<file path="config.mk">
export PLATFORM = sky130hd
export DESIGN_NAME = xaui_eq_sweep
export DESIGN_NICKNAME = d
export VERILOG_FILES = /design/src/rtl/xaui_pkg.sv /design/src/rtl/xaui_eq_scorer.sv /design/src/rtl/xaui_eq_sweep.sv
export SDC_FILE = /design/constraint.sdc
export NUM_CORES = 1
export LEC_CHECK = 0
export CAP_MARGIN = 20
export CORE_ASPECT_RATIO = 1.4
export CORE_MARGIN = 3
export CORE_UTILIZATION = 45
export DETAILED_ROUTE_END_ITERATION = 8
export GPL_TIMING_DRIVEN = 0
export PLACE_DENSITY = 0.68
export SKIP_CTS_REPAIR_TIMING = 1
export SLEW_MARGIN = 10
export SYNTH_ARGS = -nofsm -noshare
export SYNTH_HDL_FRONTEND = slang
export SYNTH_SLANG_ARGS = --single-unit
</file>
<file path="constraint.sdc">
create_clock -name OPB_Clk -period 5.06 [get_ports OPB_Clk]
set_input_delay 1.012 -clock OPB_Clk [delete_from_list [all_inputs] [get_ports OPB_Clk]]
set_output_delay 1.012 -clock OPB_Clk [all_outputs]
set_load 0.01 [all_outputs]
</file>
<file path="src/rtl/xaui_pkg.sv">
// rtl/xaui_pkg.sv - shared state type and index layout for the XAUI equaliser sweep
package xaui_pkg;

  typedef enum logic [2:0] {
    ST_IDLE,
    ST_APPLY,
    ST_SETTLE,
    ST_DWELL,
    ST_EVAL,
    ST_DONE
  } sweep_state_t;

  localparam int NUM_COMBOS = 64;
  localparam int IDX_W      = 6;
  localparam int MIX_MSB    = 5;
  localparam int MIX_LSB    = 4;
  localparam int POLE_MSB   = 3;
  localparam int POLE_LSB   = 0;

  localparam logic [7:0] DEF_STATUS_MASK = 8'hFC;

endpackage

</file>
<file path="src/rtl/xaui_eq_scorer.sv">
// rtl/xaui_eq_scorer.sv - counts status-good cycles while enabled; clear wins over enable
module xaui_eq_scorer #(
  parameter int SCORE_W = 17
) (
  input  logic               clk,
  input  logic               rst_n,
  input  logic               clear,
  input  logic               enable,
  input  logic               good,
  output logic [SCORE_W-1:0] score
);

  always_ff @(posedge clk) begin
    if (!rst_n) begin
      score <= '0;
    end else if (clear) begin
      score <= '0;
    end else if (enable && good) begin
      score <= score + SCORE_W'(1);
    end
  end

endmodule

</file>
<file path="src/rtl/xaui_eq_sweep.sv">
// rtl/xaui_eq_sweep.sv - sweeps all rxeqmix/rxeqpole combinations and commits the best-scoring one
module xaui_eq_sweep
  import xaui_pkg::*;
#(
  parameter int         SETTLE_CYCLES = 1024,
  parameter int         DWELL_CYCLES  = 65536,
  parameter int         SCORE_W       = 17,
  parameter logic [7:0] STATUS_MASK   = DEF_STATUS_MASK
) (
  input  logic               OPB_Clk,
  input  logic               OPB_Rst_n,
  input  logic               start,
  input  logic               abort,
  input  logic               ovr_en,
  input  logic [1:0]         ovr_rxeqmix,
  input  logic [3:0]         ovr_rxeqpole,
  input  logic [7:0]         xaui_status,
  output logic [1:0]         rxeqmix,
  output logic [3:0]         rxeqpole,
  output logic               busy,
  output logic               done,
  output logic [IDX_W-1:0]   best_idx,
  output logic [SCORE_W-1:0] best_score,
  output logic               sweep_valid
);

  localparam int CNT_MAX = (SETTLE_CYCLES > DWELL_CYCLES) ? SETTLE_CYCLES : DWELL_CYCLES;
  localparam int CNT_W   = (CNT_MAX > 1) ? $clog2(CNT_MAX) : 1;

  sweep_state_t       state, state_nxt;
  logic [CNT_W-1:0]   cnt;
  logic [IDX_W-1:0]   cur_idx, best_run_idx, sel_idx;
  logic [SCORE_W-1:0] best_run_score, score;
  logic [7:0]         status_q;
  logic               good, aborting, last_combo, cnt_zero;

  always_ff @(posedge OPB_Clk) begin
    if (!OPB_Rst_n) status_q <= '0;
    else            status_q <= xaui_status;
  end

  assign good       = ((status_q & STATUS_MASK) == STATUS_MASK);
  assign aborting   = abort && (state != ST_IDLE);
  assign last_combo = (cur_idx == IDX_W'(NUM_COMBOS - 1));
  assign cnt_zero   = (cnt == '0);

  always_ff @(posedge OPB_Clk) begin
    if (!OPB_Rst_n) state <= ST_IDLE;
    else            state <= state_nxt;
  end

  always_comb begin
    state_nxt = state;
    case (state)
      ST_IDLE:   if (start) state_nxt = ST_APPLY;
      ST_APPLY:  state_nxt = ST_SETTLE;
      ST_SETTLE: if (cnt_zero) state_nxt = ST_DWELL;
      ST_DWELL:  if (cnt_zero) state_nxt = ST_EVAL;
      ST_EVAL:   state_nxt = last_combo ? ST_DONE : ST_APPLY;
      ST_DONE:   state_nxt = ST_IDLE;
      default:   state_nxt = ST_IDLE;
    endcase
    if (aborting) state_nxt = ST_IDLE;
  end

  xaui_eq_scorer #(.SCORE_W(SCORE_W)) u_scorer (
    .clk    (OPB_Clk),
    .rst_n  (OPB_Rst_n),
    .clear  (state == ST_SETTLE && cnt_zero),
    .enable (state == ST_DWELL),
    .good   (good),
    .score  (score)
  );

  always_ff @(posedge OPB_Clk) begin
    if (!OPB_Rst_n) begin
      cnt            <= '0;
      cur_idx        <= '0;
      best_run_idx   <= '0;
      best_run_score <= '0;
      best_idx       <= '0;
      best_score     <= '0;
      busy           <= 1'b0;
      done           <= 1'b0;
      sweep_valid    <= 1'b0;
    end else begin
      done <= 1'b0;
      if (aborting) begin
        busy <= 1'b0;
      end else begin
        case (state)
          ST_IDLE: if (start) begin
            busy           <= 1'b1;
            cur_idx        <= '0;
            best_run_idx   <= '0;
            best_run_score <= '0;
          end
          ST_APPLY:  cnt <= CNT_W'(SETTLE_CYCLES - 1);
          ST_SETTLE: cnt <= cnt_zero ? CNT_W'(DWELL_CYCLES - 1) : cnt - CNT_W'(1);
          ST_DWELL:  if (!cnt_zero) cnt <= cnt - CNT_W'(1);
          ST_EVAL: begin
            // strict compare keeps the lowest index on a tie
            if (score > best_run_score) begin
              best_run_score <= score;
              best_run_idx   <= cur_idx;
            end
            if (!last_combo) cur_idx <= cur_idx + IDX_W'(1);
          end
          ST_DONE: begin
            best_idx    <= best_run_idx;
            best_score  <= best_run_score;
            done        <= 1'b1;
            sweep_valid <= 1'b1;
            busy        <= 1'b0;
          end
          default: ;
        endcase
      end
    end
  end

  assign sel_idx = (state == ST_IDLE) ? best_idx : cur_idx;

  always_ff @(posedge OPB_Clk) begin
    if (!OPB_Rst_n) begin
      rxeqmix  <= '0;
      rxeqpole <= '0;
    end else if (ovr_en) begin
      rxeqmix  <= ovr_rxeqmix;
      rxeqpole <= ovr_rxeqpole;
    end else begin
      rxeqmix  <= sel_idx[MIX_MSB:MIX_LSB];
      rxeqpole <= sel_idx[POLE_MSB:POLE_LSB];
    end
  end

endmodule

</file>
==> results.md <==
- Status: finished, final reports clean
- Hold WC Path Type: flop to flop
- Finished Core Util: a little under three fifths
- Area leader, netlist: dfxtp_1
- Synth Cell Area: ~4900 um^2
- Fillers: 971
- Mean routed wirelength per cell: 14.4 um
- Worst setup SP type: input port
- Root Buffer: clkbuf_16
- Slowest-stage cell, CP: clkdlybuf4s50_1
- Grt ovf: 0
- Worst-Margin Slew: between 0.7 and 0.8 ns
- CP Buf/Inv Count: 4
- Final Routed Wirelength: around 11,000 um
- First-pass GRT wire length: between 15,000 and 20,000 um
- Top cell by count, worst path: clkbuf_1
- Cell Rows: 44
- Crit path arrival time: 2.80 ns
- CTS tree: done
- Ys flop type: dfxtp_1
- WP data required: roughly 5.3 ns
- Pwr Density: 309 nW/um^2
- Syn_nets: just over 600
- Synth Register Bits: between 100 and 150
- F_max: approximately 0.4 GHz
- Syn Area/Cell: about 8.5 um^2
- Share of cells above drive strength 1: under 10%
- Synth top area share: 42.5%
- Placed Area: around 5500 um^2
- Core area: roughly 10,000 um^2
- Crit path kind: input port to flop
- Antenna cell count: 0
- DRT Pass-1 Iters: 4
- Final worst slack: 2.52 ns
- Leak: 2.21 nW
- CTS max path bufs: 2
- DR DRC count: 0
- EDFF count, synth: 0
- Worst Skew: between 0.007 and 0.008 ns
- Via count: approximately 4.0k
- IR drop worst, VDD: roughly 0.17 mV
- Placement Setup Slack: between 2 and 2.5 ns
- Yosys warns: 0
- Final min period: roughly 2.5 ns
- Hpwl dp: between 8000 and 9000 um
- Sequential Area: around 2100 um^2
- Largest cells by area after synthesis: dfxtp_1, nand2_1, mux2i_1
- Worst slew margin: a little under half
- Pins Over Slew Limit: 0
- GRT Total Usage: slightly below 20%
- Initial antenna violation count: 0
- Setup TNS: 0 ns
- Largest net degree at the start of global routing: 19
- Asr flop ratio synth: 0%
- Chip width: approximately 94 um
- Multi-input logic area: ~2600 um^2
- Setup-failing EPs final: 0
- Post-synthesis sequential area ratio: 42.5%
- Die height: around 130 um
- IO Count: 51
- Starting density of the core: a little under half
- Synth unique cells: between 50 and 60
- Final net count: ~670
- Post-route ant nets: 0
- RSZ-0062 raised after global routing: no
- Synth Instances: ~570
- Delay of the slowest cell on the worst path: roughly 0.48 ns
- PortBufs: 48
- Worst Path Max Fanout: 10
- Final hold violations: 0
- Number of global-route vias before repair: 4,014
- Worst-Skew Late Latency: about 0.35 ns
- Post-route cell area: a little under 6000 um^2
- Clk sinks: ~100
- DR vias/cell: between 5 and 6
- Htree depth: 3
- Max capacitance violation total: 0
- Fin crit share: roughly half
- Delay-heaviest family, CP: buffers and inverters
- Crit-path cells: clkdlybuf4s50_1, clkbuf_1, inv_2, clkbuf_1, a311oi_1
- Die area: roughly 12,000 um^2
- Initial DRC count: around 140
- CP Capture Type: flop
- Area delta synth->final: 20.2%
- Reg clk slew, reported paths: 0.07 ns
- Total CTS buffers: 9
- Gpl congestion: 0.842
[logic make-up (layout without fill, tap and decap cells)]
logic type / Yosys count / count (layout) / share of synthesized area [%]
flip-flops: 103 / 103 / 42.5
XOR/XNOR: 22 / 22 / 3.97
adder cells (fa/ha/maj): 21 / 21 / 5.41
multiplexers: 30 / 30 / 6.18
buffers and inverters: 55 / 119 / 4.92
AO/OA/AOI/OAI: 94 / 94 / 11.8
AND/OR/NAND/NOR: 247 / 247 / 25.3
[per-layer routing]
metal | vias up | share of wire [%] | global-route usage, %
met3 | 11 | 2.2 | 3.80
met2 | 47 | 54 | 35.7
met5 | - | 0 | 0
met4 | 0 | 1.2 | 6.89
li1 | 2075 | - | -
met1 | 1916 | 43 | 21.5
[final timing paths]
kind                        to  cells after the start  slack, ns              start
max                     cnt[7]                      5       2.52          OPB_Rst_n
min                best_idx[4]                      2       0.45    best_run_idx[4]
max reg2reg  best_run_score[4]                      9       2.52  best_run_score[4]
min reg2reg        best_idx[4]                      2       0.45    best_run_idx[4]
[registers in the layout, indices dropped and copies added (netlist names)]
register        cells
cur_idx             6
done                1
rxeqpole            4
best_run_score     17
state               3
status_q            6
u_scorer.score     17
best_score         17
sweep_valid         1
rxeqmix             2
cnt                16
best_run_idx        6
busy                1
best_idx            6
[tightest hold or removal path: cells and delay by family (launching register included)]
kind,cells,cell delay (ns)
flops,1,0.31
compound gates,1,0.05
simple gates,1,0.05
[power by group]
| group | switching [W] | internal (W) |
|---|---|---|
| clock | 0.000321 | 0.000440 |
| sequential | 0.0000150 | 0.000825 |
| combinational | 0.000117 | 0.0000834 |
| total | 0.000452 | 0.00135 |
[synth_stat cells, drive strengths merged (2+ instances only)]
| master | number |
|---|---|
| a2111oi | 2 |
| nand4 | 15 |
| nor3 | 15 |
| o221a | 3 |
| and2 | 7 |
| nor4 | 5 |
| a21oi | 51 |
| or3 | 4 |
| xnor2 | 4 |
| a311oi | 5 |
| nand4b | 2 |
| nor2 | 49 |
| clkbuf | 19 |
| a31oi | 5 |
| mux2i | 30 |
| o21a | 4 |
| nand2b | 3 |
| and3 | 9 |
| or2 | 2 |
| and4 | 3 |
| nor2b | 4 |
| o21ai | 16 |
| xor2 | 18 |
| nand2 | 117 |
| dfxtp | 103 |
| ha | 21 |
| a211oi | 3 |
| buf | 10 |
| inv | 26 |
| nand3 | 8 |
[final cells by class]
| class | count | area share, % |
|---|---|---|
| clock buffers | 9 | 3.86 |
| repair buffers | 48 | 8.23 |
| well taps | 138 | 2.96 |
| inverters | 26 | 1.67 |
| flip-flops and latches | 103 | 35.3 |
| clock inverters | 7 | 1.76 |
| multi-input cells | 414 | 43.8 |
| plain buffers | 29 | 2.42 |
[layout by cell type (no fill, tap or decap), drive strengths merged, types with 3 or more instances in the layout]
| cell type | Yosys | final |
|---|---|---|
| o21a | 4 | 4 |
| dfxtp | 103 | 103 |
| and3 | 9 | 9 |
| xnor2 | 4 | 4 |
| a31oi | 5 | 5 |
| and2 | 7 | 7 |
| o221a | 3 | 3 |
| and4 | 3 | 3 |
| a21oi | 51 | 51 |
| nor2b | 4 | 4 |
| nand2 | 117 | 117 |
| a311oi | 5 | 5 |
| xor2 | 18 | 18 |
| buf | 10 | 10 |
| nor2 | 49 | 49 |
| nand2b | 3 | 3 |
| a211oi | 3 | 3 |
| clkbuf | 19 | 28 |
| nand4 | 15 | 15 |
| ha | 21 | 21 |
| inv | 26 | 29 |
| clkdlybuf4s50 | 0 | 48 |
| nand3 | 8 | 8 |
| o21ai | 16 | 16 |
| nor3 | 15 | 15 |
| nor4 | 5 | 5 |
| or3 | 4 | 4 |
| mux2i | 30 | 30 |
[through the flow]
step / hold WS (ns) / std cells / power (W)
detailed placement: 0.446 / 758 / 0.00106
global route: 0.477 / 774 / 0.00186
floorplan: 0.431 / 572 / 0.00100
global placement: 0.437 / 758 / 0.00105
finish: 0.452 / 774 / 0.00180
CTS: 0.458 / 774 / 0.00181
(Power assumes the default switching activity.)
